<file path="src/rtl/y86_pkg.sv">
// Shared Y86-64 encodings used by the execute-stage condition-code logic.
package y86_pkg;

   localparam logic [3:0] OPQ    = 4'h6;
   localparam logic [3:0] JXX    = 4'h7;
   localparam logic [3:0] CMOVXX = 4'h2;

   localparam logic [3:0] ADD = 4'h0;
   localparam logic [3:0] SUB = 4'h1;
   localparam logic [3:0] AND = 4'h2;
   localparam logic [3:0] XOR = 4'h3;

   localparam logic [3:0] C_YES = 4'h0;
   localparam logic [3:0] C_LE  = 4'h1;
   localparam logic [3:0] C_L   = 4'h2;
   localparam logic [3:0] C_E   = 4'h3;
   localparam logic [3:0] C_NE  = 4'h4;
   localparam logic [3:0] C_GE  = 4'h5;
   localparam logic [3:0] C_G   = 4'h6;

   typedef struct packed {
      logic zf;
      logic sf;
      logic of;
   } cc_flags_t;

   function automatic logic is_cond_icode(input logic [3:0] icode);
      return (icode == JXX) || (icode == CMOVXX);
   endfunction

endpackage

</file>
<file path="src/rtl/cc_cond_unit_cond_eval.sv">
// Combinational condition evaluator: (ifun, zf, sf, of) -> (cnd, bad_cond).
module cond_eval
   import y86_pkg::*;
(
   input  logic [3:0] ifun,
   input  logic       zf,
   input  logic       sf,
   input  logic       of,
   output logic       cnd,
   output logic       bad_cond
);

   logic lt;

   assign lt = sf ^ of;

   always_comb begin
      cnd      = 1'b0;
      bad_cond = 1'b0;
      case (ifun)
         C_YES:   cnd = 1'b1;
         C_LE:    cnd = lt | zf;
         C_L:     cnd = lt;
         C_E:     cnd = zf;
         C_NE:    cnd = ~zf;
         C_GE:    cnd = ~lt;
         C_G:     cnd = ~lt & ~zf;
         default: bad_cond = 1'b1;
      endcase
   end

endmodule

</file>
<file path="src/rtl/cc_cond_unit.sv">
// Y86-64 SEQ condition-code register and jXX/cmovXX condition evaluation.
// Optional performance counters are enabled by defining CC_PERF_EN.
module cc_cond_unit
   import y86_pkg::*;
#(
   parameter int W     = 64,
   parameter int CNT_W = 32
)
(
   input  logic             clk,
   input  logic             rst,
   input  logic [3:0]       icode,
   input  logic [3:0]       ifun,
   input  logic [W-1:0]     alu_result,
   input  logic             alu_overflow,
   input  logic             cc_inhibit,
   input  logic             stall,
   output logic             zf,
   output logic             sf,
   output logic             of,
   output logic             cnd,
   output logic             bad_cond
`ifdef CC_PERF_EN
   ,
   output logic [CNT_W-1:0] cc_upd_cnt,
   output logic [CNT_W-1:0] taken_cnt
`endif
);

   cc_flags_t flags;
   cc_flags_t flags_next;
   logic      set_cc;
   logic      op_valid;
   logic      cnd_raw;
   logic      bad_raw;
   logic      is_cond;

   // OPq with an undefined function code leaves the flags untouched.
   always_comb begin
      op_valid      = 1'b1;
      flags_next.zf = (alu_result == '0);
      flags_next.sf = alu_result[W-1];
      flags_next.of = 1'b0;
      case (ifun)
         ADD, SUB: flags_next.of = alu_overflow;
         AND, XOR: flags_next.of = 1'b0;
         default:  op_valid      = 1'b0;
      endcase
   end

   assign set_cc = (icode == OPQ) & op_valid & ~cc_inhibit & ~stall;

   always_ff @(posedge clk or posedge rst) begin
      if (rst) begin
         flags <= '{zf: 1'b1, sf: 1'b0, of: 1'b0};
      end else if (set_cc) begin
         flags <= flags_next;
      end
   end

   assign zf = flags.zf;
   assign sf = flags.sf;
   assign of = flags.of;

   cond_eval u_cond_eval (
      .ifun     (ifun),
      .zf       (flags.zf),
      .sf       (flags.sf),
      .of       (flags.of),
      .cnd      (cnd_raw),
      .bad_cond (bad_raw)
   );

   assign is_cond  = is_cond_icode(icode);
   assign cnd      = is_cond & cnd_raw;
   assign bad_cond = is_cond & bad_raw;

`ifdef CC_PERF_EN
   always_ff @(posedge clk or posedge rst) begin
      if (rst) begin
         cc_upd_cnt <= '0;
         taken_cnt  <= '0;
      end else begin
         if (set_cc) begin
            cc_upd_cnt <= cc_upd_cnt + 1'b1;
         end
         if (!stall && (icode == JXX) && cnd) begin
            taken_cnt <= taken_cnt + 1'b1;
         end
      end
   end
`else
   localparam int unused_cnt_w = CNT_W;
`endif

endmodule
</file>
<file path="config.mk">
export PLATFORM = sky130hd
export DESIGN_NAME = cc_cond_unit
export DESIGN_NICKNAME = d
export VERILOG_FILES = /design/src/rtl/y86_pkg.sv /design/src/rtl/cc_cond_unit_cond_eval.sv /design/src/rtl/cc_cond_unit.sv
export SDC_FILE = /design/constraint.sdc
export NUM_CORES = 1
export LEC_CHECK = 0
export ABC_CLOCK_PERIOD_IN_PS = 1500
export CORE_MARGIN = 2
export CORE_UTILIZATION = 18
export CTS_BUF_LIST = sky130_fd_sc_hd__clkbuf_2 sky130_fd_sc_hd__clkbuf_4 sky130_fd_sc_hd__clkbuf_8
export CTS_CLUSTER_DIAMETER = 150
export DETAILED_ROUTE_END_ITERATION = 6
export MAX_ROUTING_LAYER = met4
export PLACE_DENSITY = 0.81
export SLEW_MARGIN = 20
export SYNTH_ARGS = -nofsm -noshare
export SYNTH_HDL_FRONTEND = slang
export SYNTH_SLANG_ARGS = --single-unit
</file>
<file path="constraint.sdc">
create_clock -name clk -period 1.5 [get_ports clk]
set_clock_uncertainty 0.05 [all_clocks]
set_input_delay 0.3 -clock clk [delete_from_list [all_inputs] [get_ports clk]]
set_output_delay 0.3 -clock clk [all_outputs]
set_load 0.1 [all_outputs]
</file>
==> impl_metrics.toml <==
[global_routing]
antenna_found_initial = 0
grt_overflow = 0
grt_pass1_vias = 931
grtUsageTotal = 0.2287
grt_max_degree = 5
grt_pass1_wl_mm = 4.077

[yosys]
synthAdderAreaFrac = 0
synth_cell_types = 20
synth-warning-count = 0
yosys.area_share.simple = 0.5629
synth.net_count = 126
ys_top_cells_by_area = "nor4_1 (22%), dfrtp_1 (13%), nor4_2 (13%)"
synthMuxAreaShare = 0.02980
synth_area_leader_cell = "nor4_1"
synth_top_area_frac = 0.2152
syn_inst = 49
synth_compound_area_frac = 0.1291
avgSynthCellArea_um2 = 7.711
ys_ff_latch = 3
syn-cell-area_um2 = 377.9
yosysSeqAreaShare = 0.2020
yosys.area_share.xor_xnor = 0.04636
synth_top_family_by_area = "simple AND/OR/NAND/NOR gates"

[sta]
rsz0062_at_grt = "true"
fmax_mhz = 473.4
max-slew-margin-rel = 0.7460
worst_pin_slew_ps = 381.0
finalSetupViolations = 3
holdWs_ps = 177.1
period_needed_ps = 2112
drv_slew = 0
postLayoutSetupSlackWorst_ps = -612.4
finalHoldViolCount = 0
fin_crit_sh = 1.408

[cts]
cts-htree-levels = 1
numCtsBuffers = 3
cts_max_path_buffers = 2
clk_pin_slew_ps = 40
tritoncts = "done"
cts-root-buf = "clkbuf_4"
clock-sinks = 3
clock_latency_ps = 240

[final_layout]
area_growth_pct = 299.0
regArea_um2 = 82.58
drive_gt1_frac = 0.3784
multi_input_area_um2 = 437.9
diodes = 0
utilization = 0.7685
finalNetCount = 226
n_fill_cell = 148
stdcell_count = 175

[floorplan]
start_util = 0.1926
die_w_um = 49.82
die_h_um = 49.82
dieArea_um2 = 2482
placementRows = 16
io_pins = 82
core_um2 = 1962

[setup_path]
rr_startpoint = "zf$_DFFE_PP1P_"
start_kind = "flip-flop"
path_max_fanout = 4
end_kind = "primary output"
crit_type = "flip-flop to primary output"
required_ps = 1150
critical_path.startpoint = "zf$_DFFE_PP1P_"
slowest_delay_ps = 640
cp_data_arrival_time_ps = 1760
critPathSlowestCell = "dfstp_4"
cp_cell_sequence = "o21ai_2 > a21o_1 > a2111oi_4 > buf_12"

[worst_hold_path]
hold_path_class = "input pin to asynchronous set/reset pin"

[drt]
vias_per_cell = 4.817
vias = 843
wire_per_inst_um = 15.14
wl_met2_mm = 1.429
ant_nets = 0
top_layer = "met4"
wl_met3_um = 172
wl_met1_mm = 1.011
finalWirelength_mm = 2.649
post-route-drc-count = 0
dr.pass1.iters = 4
drtIter0Drc = 12

[flow_run]
maxCapViolations = 0

[place]
place_hpwl_mm = 2.036
port_buffers = 81
placed_cells = 167
gp_congestion = 0.7683

[outcome]
run_status = "finished with violations"
violations = "setup timing"

[power]
leakagePower_nw = 0.6918
total_power_w = 0.0005499
power.density_nw_per_um2 = 364.7
ir_worst_vdd_v = 0.0003600
[power breakdown]
part | switching (W) | leakage [nW] | internal (W)
combinational | 0.000122 | 0.638 | 0.000173
clock | 0.0000494 | 0.0184 | 0.000118
sequential | 0.00000313 | 0.0357 | 0.0000844
total | 0.000175 | 0.692 | 0.000375
[critical path, delay by kind of cell (launching register included)]
kind / cells / cell delay, ps
AO/OA/AOI/OAI: 3 / 650
flip-flops: 1 / 640
buffers and inverters: 1 / 230
[synth_stat cells]
master,number
nor3_1,2
nor4_2,4
nand2_1,3
a2111oi_0,1
inv_1,3
dfrtp_1,2
nand3_1,1
nand4b_1,1
or4_1,1
nor2b_1,1
o21ai_1,1
nor2_1,2
mux2_2,1
a31oi_1,2
xnor2_1,2
nor4_1,13
a21o_1,1
nand4_1,4
o21ai_0,3
dfstp_2,1
[metrics by stage]
stage / setup TNS, ps / instance area, um^2 / worst slack, ps
after detailed placement: -2042 / 1380 / -676.6
after floorplan: -1142 / 410.4 / -1142
after CTS: -860.5 / 1434 / -548.5
after global placement: -1925 / 1380 / -592.3
final: -1045 / 1508 / -612.4
after global routing: -1118 / 1508 / -630.1
[area by class of cell]
class,count,area share
clock buffer,4,0.01992
inverter,3,0.007469
multi-input combinational,43,0.2905
sequential,3,0.05477
tap,27,0.02241
timing repair buffer,95,0.6050
[cell families after synthesis]
| kind of cell | Yosys count |
|---|---|
| AO/OA/AOI/OAI | 8 |
| XOR/XNOR | 2 |
| buffers and inverters | 3 |
| flip-flops | 3 |
| multiplexers | 1 |
| AND/OR/NAND/NOR | 32 |
[timing repair]
| action | in CTS | in global routing |
|---|---|---|
| buffers inserted | 2 | 2 |
| pin swaps | 28 | 16 |
| hold buffers | 0 | 0 |
| gates resized for setup | 83 | 32 |
| endpoints found under the setup margin | 6 | 6 |
[path summary, 6_finish.rpt]
path	slack (ps)	cells past startpoint	end
worst max-delay path	-610	4	cnd
worst min-delay path	180	2	of$_DFFE_PP0P_
worst max register to register	340	5	zf$_DFFE_PP1P_
worst min register to register	620	3	of$_DFFE_PP0P_
max in group asynchronous	1020	2	zf$_DFFE_PP1P_
min in group clk	370	5	zf$_DFFE_PP1P_
[registers in the layout (all words and copies together) (netlist names)]
name  cells
of        1
sf        1
zf        1
[routing by layer]
layer	global-route usage	vias up
li1	-	404
met1	0.2468	378
met2	0.4178	57
met3	0.04545	4
met4	0.06944	0
met5	-	-
[layout by cell type (no fill, tap or decap), types with 2 or more instances in the layout]
cell / synthesis / final
clkbuf_4: 0 / 4
o21ai_2: 0 / 2
clkdlybuf4s15_1: 0 / 8
nand4_1: 4 / 4
buf_6: 0 / 3
clkbuf_2: 0 / 4
dlymetal6s2s_1: 0 / 8
buf_12: 0 / 5
clkdlybuf4s50_1: 0 / 4
nor4_2: 4 / 16
dfrtp_2: 0 / 2
o21ai_1: 1 / 2
buf_4: 0 / 11
dlygate4sd2_1: 0 / 52
nand2_1: 3 / 2
inv_1: 3 / 3
(Power assumes the default switching activity.)
